[src/rtl/seven_seg_scanner.sv]
// Scan controller for a 4-digit common-anode display: rotates the active-low anode
// select, supplies the matching nibble, and swaps in new ALU data only at frame starts.
module seven_seg_scanner #(
   parameter int REFRESH_DIV  = 100000,
   parameter int BLANK_CYCLES = 1000
) (
   input  logic       clk,
   input  logic       rst_n,
   input  logic       en,
   input  logic       load,
   input  logic [7:0] y_in,
   input  logic [3:0] op_in,
   output logic [3:0] anode,
   output logic [3:0] digit_val,
   output logic       frame_tick,
   output logic       pending
);

   localparam int              CNT_W     = $clog2(REFRESH_DIV);
   localparam logic [CNT_W-1:0] CNT_LAST  = CNT_W'(REFRESH_DIV - 1);
   localparam logic [CNT_W-1:0] BLANK_VAL = CNT_W'(BLANK_CYCLES);

   logic [CNT_W-1:0] div_cnt_reg, div_cnt_next;
   logic [1:0]       idx_reg, idx_next;
   logic [7:0]       shadow_y_reg, active_y_reg;
   logic [3:0]       shadow_op_reg, active_op_reg;
   logic             pending_reg, pending_next;
   logic [3:0]       anode_reg, anode_next;
   logic [3:0]       digit_reg, digit_next;
   logic             frame_tick_reg;

   logic slot_end;
   logic frame_end;
   logic frame_start;
   logic blank;

   assign slot_end    = (div_cnt_reg == CNT_LAST);
   assign frame_end   = slot_end && (idx_reg == 2'd3);
   assign frame_start = (idx_reg == 2'd0) && (div_cnt_reg == '0);

   // Slot and digit-index counters
   always_comb begin
      div_cnt_next = div_cnt_reg + 1'b1;
      idx_next     = idx_reg;
      if (slot_end) begin
         div_cnt_next = '0;
         idx_next     = idx_reg + 2'd1;
      end
   end

   always_ff @(posedge clk or negedge rst_n) begin
      if (!rst_n) begin
         div_cnt_reg <= '0;
         idx_reg     <= 2'd0;
      end else begin
         div_cnt_reg <= div_cnt_next;
         idx_reg     <= idx_next;
      end
   end

   // A load coinciding with the frame edge still commits the older shadow contents.
   always_comb begin
      pending_next = pending_reg;
      if (load)
         pending_next = 1'b1;
      else if (frame_end)
         pending_next = 1'b0;
   end

   always_ff @(posedge clk or negedge rst_n) begin
      if (!rst_n) begin
         shadow_y_reg  <= 8'h00;
         shadow_op_reg <= 4'h0;
         active_y_reg  <= 8'h00;
         active_op_reg <= 4'h0;
         pending_reg   <= 1'b0;
      end else begin
         if (load) begin
            shadow_y_reg  <= y_in;
            shadow_op_reg <= op_in;
         end
         if (frame_end && pending_reg) begin
            active_y_reg  <= shadow_y_reg;
            active_op_reg <= shadow_op_reg;
         end
         pending_reg <= pending_next;
      end
   end

   generate
      if (BLANK_CYCLES == 0) begin : g_no_blank
         assign blank = 1'b0;
      end else begin : g_blank
         assign blank = (div_cnt_reg < BLANK_VAL);
      end
   endgenerate

   // Each anode bit is low only for its own index, so at most one digit is ever driven.
   generate
      for (genvar gi = 0; gi < 4; gi++) begin : g_anode
         assign anode_next[gi] = ~(en && !blank && (idx_reg == 2'(gi)));
      end
   endgenerate

   always_comb begin
      digit_next = 4'h0;
      case (idx_reg)
         2'd0:    digit_next = active_op_reg;
         2'd1:    digit_next = 4'h0;
         2'd2:    digit_next = active_y_reg[3:0];
         default: digit_next = active_y_reg[7:4];
      endcase
   end

   always_ff @(posedge clk or negedge rst_n) begin
      if (!rst_n) begin
         anode_reg      <= 4'b1111;
         digit_reg      <= 4'h0;
         frame_tick_reg <= 1'b0;
      end else begin
         anode_reg      <= anode_next;
         digit_reg      <= digit_next;
         frame_tick_reg <= frame_start;
      end
   end

   assign anode      = anode_reg;
   assign digit_val  = digit_reg;
   assign frame_tick = frame_tick_reg;
   assign pending    = pending_reg;

endmodule

[config.mk]
export PLATFORM = sky130hd
export DESIGN_NAME = seven_seg_scanner
export DESIGN_NICKNAME = d
export VERILOG_FILES = /design/src/rtl/seven_seg_scanner.sv
export SDC_FILE = /design/constraint.sdc
export NUM_CORES = 1
export LEC_CHECK = 0
export ABC_AREA = 1
export CAP_MARGIN = 20
export CORE_AREA = 2 2 102 94
export CTS_CLUSTER_DIAMETER = 150
export DETAILED_ROUTE_END_ITERATION = 10
export DIE_AREA = 0 0 104 96
export SETUP_SLACK_MARGIN = 0.4
export SLEW_MARGIN = 15
export SYNTH_ARGS = -nofsm -noshare
export SYNTH_HDL_FRONTEND = slang
export SYNTH_SLANG_ARGS = --single-unit
[constraint.sdc]
create_clock -name clk -period 4 [get_ports clk]
set_clock_uncertainty 0.15 [all_clocks]
set_input_delay 0.8 -clock clk [delete_from_list [all_inputs] [get_ports clk]]
set_output_delay 0.8 -clock clk [all_outputs]
set_load 0.005 [all_outputs]
==> run metrics <==
Overflow after GRT=0; maximum clock insertion buffer count=2; H-tree levels=2; Req. time, crit path=3.05 ns; Sw Ratio=23.5%; Avg Inst Size Synth=8.25 µm²; measured slew at the worst slew-check pin=0.652 ns; Final min period=2.50 ns; die area=9980 µm²; first drt pass iteration count=4; Max Cap Viol=0; cells along the critical path=clkdlybuf4s50_1; Hold WS=0.331 ns; GRT Total Usage=11.3%; Clock Latency Late Sink=0.31 ns; sequential share of the synthesized area=52.9%; worst endpoint data arrival time=1.55 ns; Startpoint Class=flip-flop; slowest stage cell, crit path=dfrtp_1; Worst Path Buf+Inv=1; cts bufs inserted=5; CTS tree=built; Worst path max stage delay=0.63 ns; maximum number of pins on one net before global-route repair=30; Slew headroom=56.6%; setup tns final=0 ns; antenna-violating nets left=0; CORE AREA=8920 µm²; effective utilization at floorplan=28.2%; yosys warns=0; Synth cell types=25; met3 Use GR=2.03%; antenna cells=0; max FFs per register=17; Initial DRC Count=110; final-report max-slew violation count=0; post-cts resize count=0; antenna violations before repair=0; Setup Viol. Count Final=0; cell family with most CP delay=flip-flops; DP HPWL=3.92 mm; layout cell share with drive strength beyond 1=6.31%; NetSw=0.000211 W; Layout area overhead=17.8%; vias in the first global route=1883; CTS root buffer=clkbuf_8; Via density=4.34; Non-Filler Instances=455; wire per inst=11.5 µm; met1 usage=15.9%; leakage=1.46 nW; Mapped Area=2510 µm²; number of I/O port buffers=25; status=complete, no violations; GR peak layer=met2; GP Congestion=0.856; Final Util=33.2%; cells after synthesis=305; clk sinks=53; clock power share=34.2%; commonest cells after routing, fill and taps aside=108 x nand2_1, 49 x dfrtp_1, 39 x nor2_1; clk slew on worst S/H paths=0.09 ns; DRC viols=0; # nets final=355; cell-internal power=0.000689 W; global-route wire length before repair=9.02 mm; PwrDens=304 nW/µm²; Die Y=96 µm; Core Rows=33; routed via count=1973; sequential fraction of design power=61.5%; FMAX=400 MHz; Peak VDD IR=0.158 mV; WS Path Type=reg2out; # hold bufs at CTS=0; commonest non-fill, non-tap cell in the layout=nand2_1; post-synth net total=328; Die Span X=104 µm; met2 usage=17.5%; Setup crit end kind=output pin; worst-path fanout max=15; Hold Crit Class=reg2reg; Yosys reg bits=53; WL final=5.23 mm; combinational fraction of design power=4.3%; Fin. Hold Viols=0; RSZ-0062 raised after global routing=no; number of instances in the placed design=447; postcts setup bufs=0; Top-Level Pins=26; final period utilization=62.5%
## final timing paths
check                                              from                            to  slack (ns)  cells past startpoint
setup reg to reg               div_cnt_reg[0]$_DFF_PN0_  active_op_reg[0]$_DFFE_PN0P_        2.14                      8
hold reg to reg            active_op_reg[1]$_DFFE_PN0P_  active_op_reg[1]$_DFFE_PN0P_        0.33                      2
min in group asynchronous                         rst_n     div_cnt_reg[14]$_DFF_PN0_        0.36                      1
setup / recovery                    pending$_DFFE_PN0P_                       pending        1.50                      1
hold / removal             active_op_reg[1]$_DFFE_PN0P_  active_op_reg[1]$_DFFE_PN0P_        0.33                      2
max in group asynchronous                         rst_n  active_op_reg[1]$_DFFE_PN0P_        2.58                      2
## synthesized netlist by cell type
cell        n  share of area, %
ha_1        7               3.5
nor2_4      1              0.45
inv_2       1              0.15
nor3_1      3              0.60
nand3_1     8               1.6
dfrtp_1    49                49
nand2_2     2              0.50
nor4_1      1              0.25
o211ai_1    1              0.30
o21ai_0     5              0.99
dfstp_2     4               4.2
a21oi_1    11               2.2
nor2_2      2              0.50
buf_2       1              0.20
xor2_1      7               2.4
clkbuf_8    1              0.55
nand4_2     1              0.50
a21boi_1    1              0.30
nand2_1   108                16
buf_6       2              0.90
nor2_1     39               5.8
clkbuf_1    2              0.30
nand4_1    17               4.2
inv_1      30               4.5
and3_1      1              0.25
## power groups by stage
stage | Combinational (W) | Clock, W | Sequential, W
after floorplan | 0.0000122 | 0 | 0.000561
after global placement | 0.0000394 | 0 | 0.000563
after detailed placement | 0.0000406 | 0 | 0.000564
after CTS | 0.0000407 | 0.000322 | 0.000553
after global routing | 0.0000461 | 0.000347 | 0.000554
final | 0.0000390 | 0.000308 | 0.000553
## cell families (layout without fill, tap and decap cells)
group | count (synthesis) | in the layout | share of synthesized area [%]
flip-flops | 53 | 53 | 52.9
XOR/XNOR | 7 | 7 | 2.44
buffers and inverters | 37 | 65 | 6.57
AND/OR/NAND/NOR | 183 | 183 | 30.8
AO/OA/AOI/OAI | 18 | 18 | 3.78
adder cells (fa/ha/maj) | 7 | 7 | 3.48
## stage by stage
| step | cell area [µm²] | setup slack [ns] | total power (W) |
|---|---|---|---|
| 2_1_floorplan | 2510 | 2.45 | 0.000573 |
| 3_5_place_dp | 2870 | 1.73 | 0.000604 |
| 4_1_cts | 2960 | 1.49 | 0.000916 |
| 3_3_place_gp | 2870 | 1.79 | 0.000603 |
| 6_report | 2960 | 1.50 | 0.000900 |
| 5_1_grt | 2960 | 1.41 | 0.000947 |
## layout make-up
cell class / instances / area, µm²
flip-flops and latches: 53 / 1330
fillers: 993 / 5960
well taps: 122 / 153
inverters: 31 / 116
clock buffers: 5 / 68.8
multi-input cells: 215 / 1020
clock inverters: 3 / 21.3
repair buffers: 26 / 253
## layer usage
| metal | up-vias | wire length [µm] |
|---|---|---|
| met5 | - | 0 |
| met4 | 0 | 78 |
| met3 | 8 | 263 |
| met2 | 51 | 2250 |
| met1 | 899 | 2640 |
| li1 | 1015 | - |
(Power assumes the default switching activity.)
